### src/rtl/mem_line_responder.sv
// mem_line_responder: line-granular backing memory behind a cache fill/write-back
// port. Requests queue in a small circular FIFO and are served strictly in
// order. Each one takes LATENCY cycles, and its response is held until the
// cache acknowledges it.
module mem_line_responder #(
  parameter int N_ELEMENTS  = 2,
  parameter int N_BYTES     = 4,
  parameter int PA_WIDTH    = 8,
  parameter int LATENCY     = 4,
  parameter int QUEUE_DEPTH = 2
) (
  input  logic                                clk,
  input  logic                                rst,
  input  logic                                i_mem_enable,
  input  logic                                i_mem_type,
  input  logic [PA_WIDTH-1:0]                 i_mem_addr,
  input  logic [N_ELEMENTS*N_BYTES*8-1:0]     i_mem_data,
  output logic                                o_full,
  output logic                                o_busy,
  output logic                                o_resp_valid,
  output logic                                o_resp_type,
  output logic [PA_WIDTH-1:0]                 o_resp_addr,
  output logic [N_ELEMENTS*N_BYTES*8-1:0]     o_resp_data,
  input  logic                                i_resp_ack,
  output logic                                o_overflow
);

  localparam int LINE_WIDTH  = N_ELEMENTS * N_BYTES * 8;
  localparam int OFF_W       = $clog2(N_ELEMENTS * N_BYTES);
  localparam int IDX_W       = PA_WIDTH - OFF_W;
  localparam int N_MEM_LINES = 2 ** IDX_W;
  localparam int PTR_W       = (QUEUE_DEPTH > 1) ? $clog2(QUEUE_DEPTH) : 1;
  localparam int QCNT_W      = $clog2(QUEUE_DEPTH + 1);
  localparam int CNT_W       = (LATENCY > 1) ? $clog2(LATENCY) : 1;

  typedef enum logic [1:0] {
    S_IDLE,
    S_BUSY,
    S_RESP
  } state_t;

  // A queued request keeps only the line index; the offset is never needed again.
  typedef struct packed {
    logic                  typ;
    logic [IDX_W-1:0]      idx;
    logic [LINE_WIDTH-1:0] data;
  } req_t;

  logic [LINE_WIDTH-1:0] mem [N_MEM_LINES];
  req_t                  fifo [QUEUE_DEPTH];
  logic [PTR_W-1:0]      rd_ptr;
  logic [PTR_W-1:0]      wr_ptr;
  logic [QCNT_W-1:0]     count;
  state_t                state;
  logic [CNT_W-1:0]      cnt;
  req_t                  work;
  logic                  push;
  logic                  pop;
  logic                  mem_we;
  req_t                  in_req;

  // The byte-offset bits are dropped on purpose: all access is whole-line.
  logic unused_offset;
  assign unused_offset = ^i_mem_addr[OFF_W-1:0];

  assign in_req = '{typ: i_mem_type, idx: i_mem_addr[PA_WIDTH-1:OFF_W], data: i_mem_data};

  assign o_full = (count == QCNT_W'(QUEUE_DEPTH));
  assign o_busy = (state != S_IDLE) || (count != '0);
  assign push   = i_mem_enable && !o_full;
  assign pop    = (state == S_IDLE) && (count != '0);
  assign mem_we = (state == S_BUSY) && (cnt == '0) && work.typ;

  // FIFO payload storage: written on push only.
  // NOTE: no reset on the payload slots; count and the pointers decide which are valid.
  always_ff @(posedge clk) begin
    if (push) fifo[wr_ptr] <= in_req;
  end

  // FIFO pointers and occupancy; a full FIFO rejects even when a pop frees a slot.
  always_ff @(posedge clk) begin
    if (rst) begin
      rd_ptr <= '0;
      wr_ptr <= '0;
      count  <= '0;
    end else begin
      if (push) wr_ptr <= (wr_ptr == PTR_W'(QUEUE_DEPTH - 1)) ? '0 : wr_ptr + PTR_W'(1);
      if (pop)  rd_ptr <= (rd_ptr == PTR_W'(QUEUE_DEPTH - 1)) ? '0 : rd_ptr + PTR_W'(1);
      case ({push, pop})
        2'b10:   count <= count + QCNT_W'(1);
        2'b01:   count <= count - QCNT_W'(1);
        default: count <= count;
      endcase
    end
  end

  // Sticky flag recording any request dropped because the FIFO was full.
  always_ff @(posedge clk) begin
    if (rst) o_overflow <= 1'b0;
    else if (i_mem_enable && o_full) o_overflow <= 1'b1;
  end

  // Line array: cleared on reset so untouched lines read back as zero.
  always_ff @(posedge clk) begin
    if (rst) begin
      for (int i = 0; i < N_MEM_LINES; i++) mem[i] <= '0;
    end else if (mem_we) begin
      mem[work.idx] <= work.data;
    end
  end

  // Service FSM: pop, count down the latency, then present and hold the response.
  always_ff @(posedge clk) begin
    if (rst) begin
      state        <= S_IDLE;
      cnt          <= '0;
      work         <= '0;
      o_resp_valid <= 1'b0;
      o_resp_type  <= 1'b0;
      o_resp_addr  <= '0;
      o_resp_data  <= '0;
    end else begin
      case (state)
        S_IDLE: begin
          if (count != '0) begin
            work  <= fifo[rd_ptr];
            cnt   <= CNT_W'(LATENCY - 1);
            state <= S_BUSY;
          end
        end
        S_BUSY: begin
          if (cnt != '0) begin
            cnt <= cnt - CNT_W'(1);
          end else begin
            state        <= S_RESP;
            o_resp_valid <= 1'b1;
            o_resp_type  <= work.typ;
            o_resp_addr  <= {work.idx, {OFF_W{1'b0}}};
            // Writes echo their data; reads see every earlier write because
            // service is strictly one request at a time.
            o_resp_data  <= work.typ ? work.data : mem[work.idx];
          end
        end
        S_RESP: begin
          if (i_resp_ack) begin
            o_resp_valid <= 1'b0;
            state        <= S_IDLE;
          end
        end
        default: state <= S_IDLE;
      endcase
    end
  end

endmodule

### config.mk
export PLATFORM = sky130hd
export DESIGN_NAME = mem_line_responder
export DESIGN_NICKNAME = d
export VERILOG_FILES = /design/src/rtl/mem_line_responder.sv
export SDC_FILE = /design/constraint.sdc
export NUM_CORES = 2
export LEC_CHECK = 0
export ABC_CLOCK_PERIOD_IN_PS = 11590
export CAP_MARGIN = 20
export CORE_MARGIN = 2
export CORE_UTILIZATION = 60
export CTS_CLUSTER_DIAMETER = 100
export DETAILED_ROUTE_END_ITERATION = 8
export GPL_ROUTABILITY_DRIVEN = 0
export PLACE_DENSITY = 0.77
export SYNTH_ARGS = -nofsm -noshare
export SYNTH_HDL_FRONTEND = slang
export SYNTH_SLANG_ARGS = --single-unit
### constraint.sdc
create_clock -name clk -period 11.59 [get_ports clk]
set_clock_uncertainty 0.1 [all_clocks]
set_input_delay 2.318 -clock clk [delete_from_list [all_inputs] [get_ports clk]]
set_output_delay 2.318 -clock clk [all_outputs]
set_load 0.02 [all_outputs]
==> flow_summary.yaml <==
critical_path:
  crit_fanout: 53
  worstPathCellList: "clkbuf_8 -> nand2b_4 -> nor3_4 -> buf_4 -> nand3b_2 -> o21ai_4 -> buf_4"
  r2r_slack_ns: 5.66
  timing.rr.start: "work[64]$_SDFFE_PP0P_"
  endpoint: "mem[13][31]$_SDFFCE_PN0P_"
  max_stage_delay_ns: 1.11
  crit_slowest_cell: "o21ai_4"
  critPathCaptureType: "flip-flop"
  critPathLaunchType: "input pin"
  crit_required_ns: 11.96
  startpoint: "rst"
  critPathMostFrequentCell: "buf_4"
  rr_worst_depth: 8
  worst_ep_arrival_time_ns: 6.51
  path_class: "input pin to flip-flop"
  timing.rr.end: "o_resp_data[16]$_SDFFE_PP0P_"
clock_tree:
  cts-resized-gates: 0
  htree_levels: 4
  numClockSinks: 2338
  cts.path.max_buffers: 3
  cts_buffers: 224
  postCtsSetupRepairBufs: 0
  insertion_delay_ns: 0.90
  hold_buffers: 0
  clk_pin_slew_ns: 0.06
  cts_tree: "done"
  root_buffer: "clkbuf_16"
sta:
  finalSetupViolCount: 0
  rsz0062_at_grt: "false"
  relSlewSlack_pct: 11.31
  period_share_pct: 52.96
  timing.hold.ws_ns: 0.3652
  worst_pin_slew_ns: 1.323
  period_needed_ns: 6.138
  hold_violations: 0
  finalSetupTns_ns: 0
  slew_violations: 0
  fmax_mhz: 162.9
synth:
  synthArstFlopShare_pct: 0
  yosys.cell_types.count: 57
  synth_edf_count: 2188
  synth_top_cell_by_area: "edfxtp_1"
  synth-main-ff-cell: "edfxtp_1"
  synth_top_area_share_pct: 63.73
  synth_area_leaders: "edfxtp_1 64%, and2_1 12%, mux2i_1 6.8%, mux4_2 4.2%, dfxtp_1 2.9%"
  synth_area_um2: 103100
  netlist_instances: 7089
  seq_area_frac_synth_pct: 66.65
  yosysWarnings: 0
  ys_seq_elements: 2338
  synth_area_per_cell_um2: 14.54
floorplan:
  start_util_pct: 60.23
  std_cell_rows: 152
  io_pins: 154
  die_y_um: 418.5
  core_area_um2: 171200
  die_area_um2: 175200
  die_width_um: 418.5
cells_and_area:
  layout_commonest_cell: "edfxtp_1"
  layout_common_cells: "2188 x edfxtp_1, 2051 x and2_1, 700 x mux2i_1"
  area_growth_pct: 10.89
  fin_cells: 9443
  post-route-util_pct: 66.79
  drive_gt1_share_pct: 12.11
  num-nets-final: 7074
global_route:
  grt_pass1_wl_mm: 448.9
  grt_usage_pct: 36.48
  grt_pass1_vias: 63120
  grt-ovfl-total: 0
  grt_max_degree: 116
  antenna_found_initial: 30
detailed_routing:
  vias: 64320
  wl_per_cell_um: 33.71
  dr.pass1.iters: 8
  via_per_inst: 6.812
  drc_errors: 0
  ant_nets: 0
  wl_mm: 318.4
  drt_first_iter_violations: 11650
status:
  status: "completed"
placement:
  dp.final_hpwl_mm: 168.2
  dp_cells: 8990
  port_buffers: 147
power:
  p_leak_nw: 39.67
  power-per-cell-area_nw_per_um2: 211.7
  p_total_w: 0.02420
  vdd_drop_max_mv: 0.2371
hold_path:
  min_path_type: "flip-flop to flip-flop"
run:
  maxCapViolCount: 0
[cell type report]
type                    instances  area, um2
flip-flops and latches       2338      68720
fillers                     11470      56850
multi-input cells            4064      31880
clock buffers                 316       6252
repair buffers                363       3436
well taps                    2233       2794
clock inverters               106       1166
diodes                         19      47.55
inverters                       4      15.01
[registers in the layout, summed over array words and instances (netlist names)]
name	count
cnt	2
rd_ptr	1
o_resp_type	1
o_resp_valid	1
wr_ptr	1
o_resp_addr	5
count	2
fifo	140
o_resp_data	64
work	70
mem	2048
o_overflow	1
state	2
[routing by layer]
layer	part of all wire, %	track usage (%)	wire length [um]	vias up
met3	15	9.382	46840	1210
li1	-	-	-	25860
met2	45	55.95	143600	5280
met5	0.10	1.000	328	-
met1	33	48.11	106500	31960
met4	6.6	19.43	21090	14
[worst min path at each step]
stage                                start                     endpoint  cells past startpoint  slack, ns
6_report       o_resp_addr[5]$_SDFFE_PP0P_  o_resp_addr[5]$_SDFFE_PP0P_                      2       0.37
5_1_grt        o_resp_addr[7]$_SDFFE_PP0P_  o_resp_addr[7]$_SDFFE_PP0P_                      2       0.39
4_1_cts        o_resp_addr[5]$_SDFFE_PP0P_  o_resp_addr[5]$_SDFFE_PP0P_                      2       0.36
3_5_place_dp   o_resp_addr[5]$_SDFFE_PP0P_  o_resp_addr[5]$_SDFFE_PP0P_                      2       0.36
3_3_place_gp   o_resp_addr[7]$_SDFFE_PP0P_  o_resp_addr[7]$_SDFFE_PP0P_                      2       0.36
2_1_floorplan          cnt[0]$_SDFFE_PP0P_          cnt[0]$_SDFFE_PP0P_                      1       0.34
[synthesized netlist by cell type, types with 5 or more instances]
library cell	count
a211oi_1	114
a21oi_1	53
a22o_1	6
a22oi_1	40
a311oi_1	55
a32o_1	14
and2_1	2051
buf_1	15
buf_2	80
buf_4	68
buf_6	12
clkbuf_1	454
clkbuf_2	56
dfxtp_1	150
edfxtp_1	2188
mux2_2	17
mux2i_1	700
mux4_2	190
nand2_1	41
nand2b_1	8
nand3b_1	52
nand4_1	16
nand4bb_1	5
nor2_1	113
nor2_2	11
nor2_4	6
nor2b_1	47
nor3_1	18
nor4_1	69
o211ai_1	13
o21ai_0	91
o22ai_1	275
or2_2	17
[stage by stage]
step	area (um2)	worst slack, ns
after global routing	114300	5.521
after global placement	106400	4.808
after floorplan	103100	3.052
after CTS	114000	5.650
final	114300	5.452
after detailed placement	106600	4.738
[kinds of logic (layout without fill, tap and decap cells)]
logic type / Yosys count / in the layout / share of synthesized area, %
DFF: 2338 / 2338 / 66.65
xor gates and xnor gates: 4 / 4 / 0.03399
and+or+nand+nor: 2483 / 2483 / 14.88
other: 1 / 22 / 0.003638
buffers and inverters: 689 / 789 / 3.009
AOI/OAI and AO/OA: 665 / 665 / 4.269
muxes: 907 / 907 / 11.13
adders and majority gates: 2 / 2 / 0.02427
[report_power, final]
group | total (W) | leakage, nW | switching (W) | internal [W]
clock network | 0.00738 | 3.64 | 0.00321 | 0.00417
registers | 0.0105 | 23.7 | 0.000763 | 0.00976
logic | 0.00630 | 12.3 | 0.00407 | 0.00223
[worst max-delay path, delay by kind of cell]
kind            cells  cell delay [ns]
buf+inv             3             1.76
simple gates        3             1.16
compound gates      1             1.11
Power figures use the tool's default switching activity.
